--- config.mk ---
export PLATFORM = sky130hd
export DESIGN_NAME = prefetch_unit
export DESIGN_NICKNAME = d
export VERILOG_FILES = /design/src/rtl/prefetch_unit_pkg.sv /design/src/rtl/prefetch_unit_sync_fifo.sv /design/src/rtl/prefetch_unit.sv
export SDC_FILE = /design/constraint.sdc
export NUM_CORES = 1
export LEC_CHECK = 0
export BUFFER_PORTS_ARGS = -buffer_cell sky130_fd_sc_hd__buf_2
export CORE_ASPECT_RATIO = 0.75
export CORE_MARGIN = 2
export CORE_UTILIZATION = 40
export DETAILED_ROUTE_END_ITERATION = 7
export PLACE_DENSITY_LB_ADDON = 0.12
export REMOVE_ABC_BUFFERS = 1
export SLEW_MARGIN = 40
export SYNTH_ARGS = -nofsm -noshare
export SYNTH_HDL_FRONTEND = slang
export SYNTH_SLANG_ARGS = --single-unit
--- constraint.sdc ---
create_clock -name clock -period 3.2 [get_ports clock]
set_input_delay 0.32 -clock clock [delete_from_list [all_inputs] [get_ports clock]]
set_output_delay 0.32 -clock clock [all_outputs]
set_load 0.1 [all_outputs]
--- src/rtl/prefetch_unit_pkg.sv ---
// rtl/prefetch_unit_pkg.sv - shared types and helpers for the instruction prefetch front end
package prefetch_unit_pkg;

    typedef struct packed {
        logic [31:0] pc;
        logic [31:0] data;
        logic        fault;
    } fetch_entry_t;

    localparam logic [31:0] FETCH_STRIDE = 32'd4;

    function automatic logic [31:0] word_align(input logic [31:0] addr);
        return {addr[31:2], 2'b00};
    endfunction

endpackage

--- src/rtl/prefetch_unit_sync_fifo.sv ---
// rtl/prefetch_unit_sync_fifo.sv - registered power-of-two FIFO with flush and occupancy count
module sync_fifo #(
    parameter type T     = logic,
    parameter int  DEPTH = 4
) (
    input  logic                       clock,
    input  logic                       reset,
    input  logic                       push,
    input  T                           push_data,
    input  logic                       pop,
    input  logic                       flush,
    output T                           head,
    output logic [$clog2(DEPTH+1)-1:0] count,
    output logic                       full,
    output logic                       empty
);

    localparam int PW = $clog2(DEPTH);
    localparam int CW = $clog2(DEPTH+1);

    T              mem_q [DEPTH];
    T              mem_d [DEPTH];
    logic [PW-1:0] wr_ptr_q, wr_ptr_d;
    logic [PW-1:0] rd_ptr_q, rd_ptr_d;
    logic [CW-1:0] count_q, count_d;
    logic          do_push;
    logic          do_pop;

    assign head  = mem_q[rd_ptr_q];
    assign count = count_q;
    assign full  = (count_q == CW'(DEPTH));
    assign empty = (count_q == '0);

    // Next-state: flush wins; a push into a full queue is only taken alongside a pop.
    always_comb begin
        mem_d    = mem_q;
        wr_ptr_d = wr_ptr_q;
        rd_ptr_d = rd_ptr_q;
        count_d  = count_q;
        do_pop   = pop && !empty;
        do_push  = push && (!full || do_pop);
        if (flush) begin
            wr_ptr_d = '0;
            rd_ptr_d = '0;
            count_d  = '0;
        end else begin
            if (do_push) begin
                mem_d[wr_ptr_q] = push_data;
                wr_ptr_d        = wr_ptr_q + PW'(1);
            end
            if (do_pop) begin
                rd_ptr_d = rd_ptr_q + PW'(1);
            end
            count_d = count_q + CW'(do_push) - CW'(do_pop);
        end
    end

    // Pointer and occupancy registers.
    always_ff @(posedge clock) begin
        if (reset) begin
            wr_ptr_q <= '0;
            rd_ptr_q <= '0;
            count_q  <= '0;
        end else begin
            wr_ptr_q <= wr_ptr_d;
            rd_ptr_q <= rd_ptr_d;
            count_q  <= count_d;
        end
    end

    // Entry storage; contents are don't-care while the occupancy says empty.
    always_ff @(posedge clock) begin
        mem_q <= mem_d;
    end

endmodule

--- src/rtl/prefetch_unit.sv ---
// rtl/prefetch_unit.sv - sequential instruction prefetcher with redirect flush and stale-response drop
module prefetch_unit
    import prefetch_unit_pkg::*;
#(
    parameter int          DEPTH           = 4,
    parameter int          MAX_OUTSTANDING = 2,
    parameter logic [31:0] RESET_PC        = 32'h0
) (
    input  logic        clock,
    input  logic        reset,
    output logic        imem_req_valid,
    input  logic        imem_req_ready,
    output logic [31:0] imem_req_addr,
    input  logic        imem_rsp_valid,
    input  logic [31:0] imem_rsp_data,
    input  logic        imem_rsp_err,
    output logic        instr_valid,
    input  logic        instr_ready,
    output logic [31:0] instr_pc,
    output logic [31:0] instr_data,
    output logic        instr_fault,
    input  logic        redirect_valid,
    input  logic [31:0] redirect_pc
);

    localparam int CW = $clog2(DEPTH+1);

    logic [31:0]   fetch_pc_q, fetch_pc_d;
    logic [CW-1:0] outstanding_q, outstanding_d;
    logic [CW-1:0] drop_cnt_q, drop_cnt_d;

    logic [CW-1:0] fifo_count;
    logic          fifo_full;
    logic          fifo_empty;
    fetch_entry_t  head_entry;
    fetch_entry_t  push_entry;
    logic [CW:0]   credit_used;
    logic          req_fire;
    logic          rsp_live;
    logic          rsp_keep;
    logic          pop;

    // Credit check and handshake decode: queue slots are reserved for every request in flight.
    always_comb begin
        credit_used    = {1'b0, fifo_count} + {1'b0, outstanding_q};
        imem_req_valid = !reset && !redirect_valid
                         && (credit_used < (CW+1)'(DEPTH))
                         && (outstanding_q < CW'(MAX_OUTSTANDING));
        imem_req_addr  = fetch_pc_q;
        req_fire       = imem_req_valid && imem_req_ready;
        rsp_live       = imem_rsp_valid && (outstanding_q != '0);
        rsp_keep       = rsp_live && (drop_cnt_q == '0) && !redirect_valid;
        instr_valid    = !reset && !fifo_empty;
        pop            = instr_valid && instr_ready && !redirect_valid;
        instr_pc       = head_entry.pc;
        instr_data     = head_entry.data;
        instr_fault    = head_entry.fault;
    end

    // The oldest live request is outstanding_q words behind fetch_pc, so its PC is rebuilt here
    // instead of carrying a per-request PC alongside the memory.
    always_comb begin
        push_entry = '{pc:    fetch_pc_q - (32'(outstanding_q) << 2),
                       data:  imem_rsp_data,
                       fault: imem_rsp_err};
    end

    // Fetch PC, in-flight count and drop count; on redirect everything still in flight is stale.
    always_comb begin
        fetch_pc_d    = fetch_pc_q;
        outstanding_d = outstanding_q + CW'(req_fire) - CW'(rsp_live);
        drop_cnt_d    = drop_cnt_q;
        if (redirect_valid) begin
            fetch_pc_d = word_align(redirect_pc);
            drop_cnt_d = outstanding_q - CW'(rsp_live);
        end else begin
            if (req_fire) begin
                fetch_pc_d = fetch_pc_q + FETCH_STRIDE;
            end
            if (rsp_live && (drop_cnt_q != '0)) begin
                drop_cnt_d = drop_cnt_q - CW'(1);
            end
        end
    end

    // Front-end state registers.
    always_ff @(posedge clock) begin
        if (reset) begin
            fetch_pc_q    <= RESET_PC;
            outstanding_q <= '0;
            drop_cnt_q    <= '0;
        end else begin
            fetch_pc_q    <= fetch_pc_d;
            outstanding_q <= outstanding_d;
            drop_cnt_q    <= drop_cnt_d;
        end
    end

    sync_fifo #(
        .T     (fetch_entry_t),
        .DEPTH (DEPTH)
    ) u_queue (
        .clock     (clock),
        .reset     (reset),
        .push      (rsp_keep),
        .push_data (push_entry),
        .pop       (pop),
        .flush     (redirect_valid),
        .head      (head_entry),
        .count     (fifo_count),
        .full      (fifo_full),
        .empty     (fifo_empty)
    );

    a_rsp_without_request: assert property (@(posedge clock) disable iff (reset)
        !(imem_rsp_valid && (outstanding_q == '0)));

    a_no_overfill: assert property (@(posedge clock) disable iff (reset)
        !(rsp_keep && fifo_full && !pop));

endmodule

# == After elaboration in Yosys (flattened, before gate mapping) ==
# Index checks and enable logic that the tools add are counted.
# word_totals
ff_bits,305
input_bits,71
out_inout_bits,99
wordCells,76
# op_classes
add_sub_neg,11
n_lt_le_gt_ge,5
eq_ne,1
mux,10
bitwise_logic,3
reduce_logical,27
# op_table
operator,n
bitwise mux 260 bit,1
two-way mux 65 bit,3
binary-select mux 65 bit (select 2 bit),1
demux 65 bit (select 2 bit),1
two-way mux 32 bit,2
"adder 32 x 3 -> 32 bit, second input constant",1
subtractor 32 x 5 -> 32 bit,1
logical AND 1 bit,14
subtractor 3 x 1 -> 3 bit,3
adder 3 x 1 -> 3 bit,2
">= comparator 3 bit, second input constant",2
zero test 3 bit,2
two-way mux 3 bit,2
inverter 2 -> 3 bit,2
nonzero test 3 bit,2
"adder 2 x 1 -> 2 bit, second input constant",2
adder 3 x 3 -> 4 bit,1
zero test 1 bit,4
"< comparator 4 x 3 -> 1 bit, second input constant",1
nonzero test 2 bit,2
"== test 3 bit, second input constant",1
"< comparator 3 x 1 -> 1 bit, second input constant",1
"< comparator 3 x 2 -> 1 bit, second input constant",1
"subtractor 3 x 1 -> 3 bit, second input constant",1
4 further kinds,4

# == Depth between registers and ports, before layout ==
# depth
word_depth,10
ltp_mapped,14
depth_no_buf,12

# == Modules after synthesis ==
# A second synthesis with hierarchy kept.
# unflattened
hier_cells,756
area_unflattened_um2,12747.2
# by_module_without_submodules
mod,instances,cells_each,area_per_inst_um2,seq_area_each_um2
sync_fifo,1,386,9853.2,7947.6
prefetch_unit,1,370,2894.0,720.7

# == Worst setup path before layout ==
# Ideal clock, no wire load.
# synth_path
path_type,register -> output
start,register outstanding_q[2]
end,output imem_req_valid
arrival_time_ps,3193
required_ps,2880
setup_slack_ps,-313
path_stages_with_launch,4
n_path_buf,0
cell_sequence,dfxtp_1 > ha_1 > or4b_4 > nor3_1
# synth_between
elab_chain_len,4
word_cells_on_any_way,5
cone_classes,1 x add/sub; 2 x order compare; 2 x reduce/logical
# synth_rtl
item,line_no,text
start: declaration,prefetch_unit.sv:29,"logic [CW-1:0] outstanding_q, outstanding_d;"
start signal: assignment,prefetch_unit.sv:94,outstanding_q <= outstanding_d;
adder 3 x 3 -> 4 bit,prefetch_unit.sv:45,"credit_used = {1'b0, fifo_count} + {1'b0, outstanding_q};"
< comparator 4 x 3 -> 1 bit,prefetch_unit.sv:47,&& (credit_used < (CW+1)'(DEPTH))
logical AND 1 bit,prefetch_unit.sv:47,
logical AND 1 bit (*),prefetch_unit.sv:48,&& (outstanding_q < CW'(MAX_OUTSTANDING));
end: declaration,prefetch_unit.sv:11,"output logic imem_req_valid,"
# Mark *: on every way between the ends. The rest lies on a longest branch, timed or not.

==> impl_metrics.toml <==
[run_status]
status = "completed"

[route]
ant_nets = 0
drc_errors = 0
wl_mm = 29.1
viasPerCell = 5.26
dr.first_iter.drc_count = 454
wire_per_inst_um = 20.9
first_pass_iters = 5
num_vias = 7326

[cells_and_area]
layout.nets = 1062
final_cell_mix = "edfxtp_1, buf_2, mux4_2, dfxtp_1, nand2_1"
area_growth_pct = 22.2
nFillCells = 2544
register_area_sq_um = 8440
drive_gt1_frac = 0.326
final_common_cell = "edfxtp_1"
multi_input_area_sq_um = 3670

[synthesis]
synth_top_cell_by_area = "edfxtp_1"
netlist-cell-type-count = 61
syn_avg_cell_area_sq_um = 16.2
async_flop_share = 0
synth_top_cells_by_area = "edfxtp_1, mux4_2, dfxtp_1, ha_1, xnor2_1"
postSynthCellCount = 764
synth_ff_type = "edfxtp_1"
ys_warn_count = 0
syn_area_sq_um = 12400
synth_top_cell_area_share = 0.610
synth-seq-area-share = 0.679
synth-seq-cells = 295
synth_edf_count = 252

[sta]
slew_headroom = 0.536
hold_viol_final = 0
fin_crit_ps = 2900
grt_setup_unrepaired = "false"
max_freq_mhz = 345
final-setup-viol-count = 0
fin_skew_ps = 21.0
min_period_over_period = 0.905
tightest_slew_ps = 696
slew_viol_final = 0
setup_tns_ps = 0

[clock_network]
cts_root_buffer = "clkbuf_16"
post_cts_resized = 0
cts_tree = "built"
cts_setup_buffers = 0
holdBufCountCts = 32
path_clk_slew_ps = 60
cts_max_level = 1
insertion_delay_ps = 550
numCtsBuffers = 30
clock_sinks = 295
clock_path_buffers = 3

[critical_path]
end_kind = "flip-flop"
crit_buf_inv = 1
cpMaxStageDelayCell = "or3b_1"
path_delay_family = "simple AND/OR/NAND/NOR gates"
critical_path.max_fanout = 8
cp_cell_sequence = "inv_1 > ha_1 > nor2b_1 > o21ai_0 > or3b_1 > or4_1 > xnor2_1"
worstPathArrival_ps = 3220
crit_path_max_incr_delay_ps = 580
start_kind = "flip-flop"
required_ps = 3530
crit_type = "reg -> reg"

[die]
die-area_sq_um = 32500
fp.dieW_um = 207
core_sq_um = 30300
io-pin-count = 170
rows = 55
start_util = 0.409
die_h_um = 157

[grt]
track_usage = 0.180
grt_pass1_wl_mm = 44.7
grt_max_degree = 47
antenna_found_initial = 1
grt.overflow.total = 0
grt_pass1_vias = 7316

[power]
leakage_nw = 5.25
power_mw = 9.95
power_density_nw_per_um2 = 656
ir_drop_uv = 281

[placement]
hpwl_mm = 19.2
place.gp.congestion = 0.755
place.port_buffers = 163

[min_path]
min-delay-path-class = "in -> reg"

[run]
cap_violations = 0
[power breakdown]
part,switching [mW],total (mW),internal (mW)
registers,0.0993,4.55,4.45
logic,1.43,1.94,0.506
clock network,1.42,3.47,2.05
total,2.95,9.95,7.00
[per-stage QoR]
stage	instance area, sq um	hold WS [ps]	std cells	util	setup slack (ps)
3_5_place_dp	13800	536	1304	0.456	325
4_1_cts	15200	1.91	1392	0.500	289
6_report	15200	21.4	1393	0.500	304
2_1_floorplan	12200	387	712	-	-785
5_1_grt	15200	1.63	1393	0.500	81.2
3_3_place_gp	13800	540	1304	0.456	362
[layout make-up]
cell class                 count  share of cell area
antenna                        1            0.000165
clock buffer                  46              0.0601
clock inverter                10             0.00619
inverter                      24             0.00594
multi-input combinational    393               0.242
sequential                   295               0.556
tap                          399              0.0329
timing repair buffer         225              0.0964
[routing by layer]
layer / part of all wire / vias to the layer above / track usage
li1: - / 3432 / -
met5: 0 / - / 0
met4: 0.022 / 0 / 0.0435
met3: 0.050 / 36 / 0.0283
met1: 0.48 / 3657 / 0.271
met2: 0.45 / 201 / 0.275
[final timing paths]
kind,start,end,slack (ps),cells after the start
min,imem_rsp_data[28],u_queue.mem_q[94]$_DFFE_PP_,20,1
max,outstanding_q[1]$_SDFF_PP0_,u_queue.mem_q[257]$_DFFE_PP_,300,7
max reg2reg,outstanding_q[1]$_SDFF_PP0_,u_queue.mem_q[257]$_DFFE_PP_,300,7
min reg2reg,u_queue.wr_ptr_q[1]$_SDFFE_PP0N_,u_queue.wr_ptr_q[1]$_SDFFE_PP0N_,560,2
[registers in the layout, indices dropped and copies added (netlist names)]
register / cells
u_queue.mem_q: 252
u_queue.rd_ptr_q: 2
u_queue.count: 3
imem_req_addr: 30
outstanding_q: 3
u_queue.wr_ptr_q: 2
drop_cnt_q: 3
[cell usage after synthesis, types with 2 or more instances]
| library cell | number |
|---|---|
| a211oi_1 | 3 |
| and4_1 | 5 |
| or3_1 | 11 |
| nand4_1 | 11 |
| buf_4 | 4 |
| nand2_1 | 35 |
| nand3_1 | 17 |
| a21oi_1 | 17 |
| nand2b_1 | 3 |
| and3_1 | 4 |
| inv_1 | 23 |
| nor2_1 | 31 |
| o211ai_1 | 6 |
| a311oi_1 | 2 |
| buf_2 | 6 |
| nor3_1 | 16 |
| nor2b_1 | 5 |
| buf_1 | 11 |
| mux4_2 | 63 |
| or4_1 | 14 |
| xor2_1 | 14 |
| a32oi_1 | 2 |
| and2_1 | 12 |
| o31a_1 | 2 |
| o311ai_0 | 6 |
| o21ai_0 | 8 |
| dfxtp_1 | 43 |
| nand3b_1 | 3 |
| fa_1 | 3 |
| a2111oi_0 | 3 |
| or4_4 | 3 |
| clkbuf_1 | 31 |
| a31oi_1 | 15 |
| xnor2_1 | 22 |
| clkbuf_2 | 2 |
| edfxtp_1 | 252 |
| ha_1 | 19 |
| or2_2 | 2 |
| nor4_1 | 13 |
[cell families (layout without fill, tap and decap cells)]
group	after synthesis	in the layout	share of synthesized area
flops	295	295	0.679
simple gates	195	195	0.0899
buf+inv	79	305	0.0265
compound gates	71	71	0.0384
mux	65	65	0.116
xor+xnor	36	36	0.0254
fa+ha+maj	22	22	0.0240
other cells	1	5	0.000302
No activity file was read; power rests on OpenSTA's default activity.
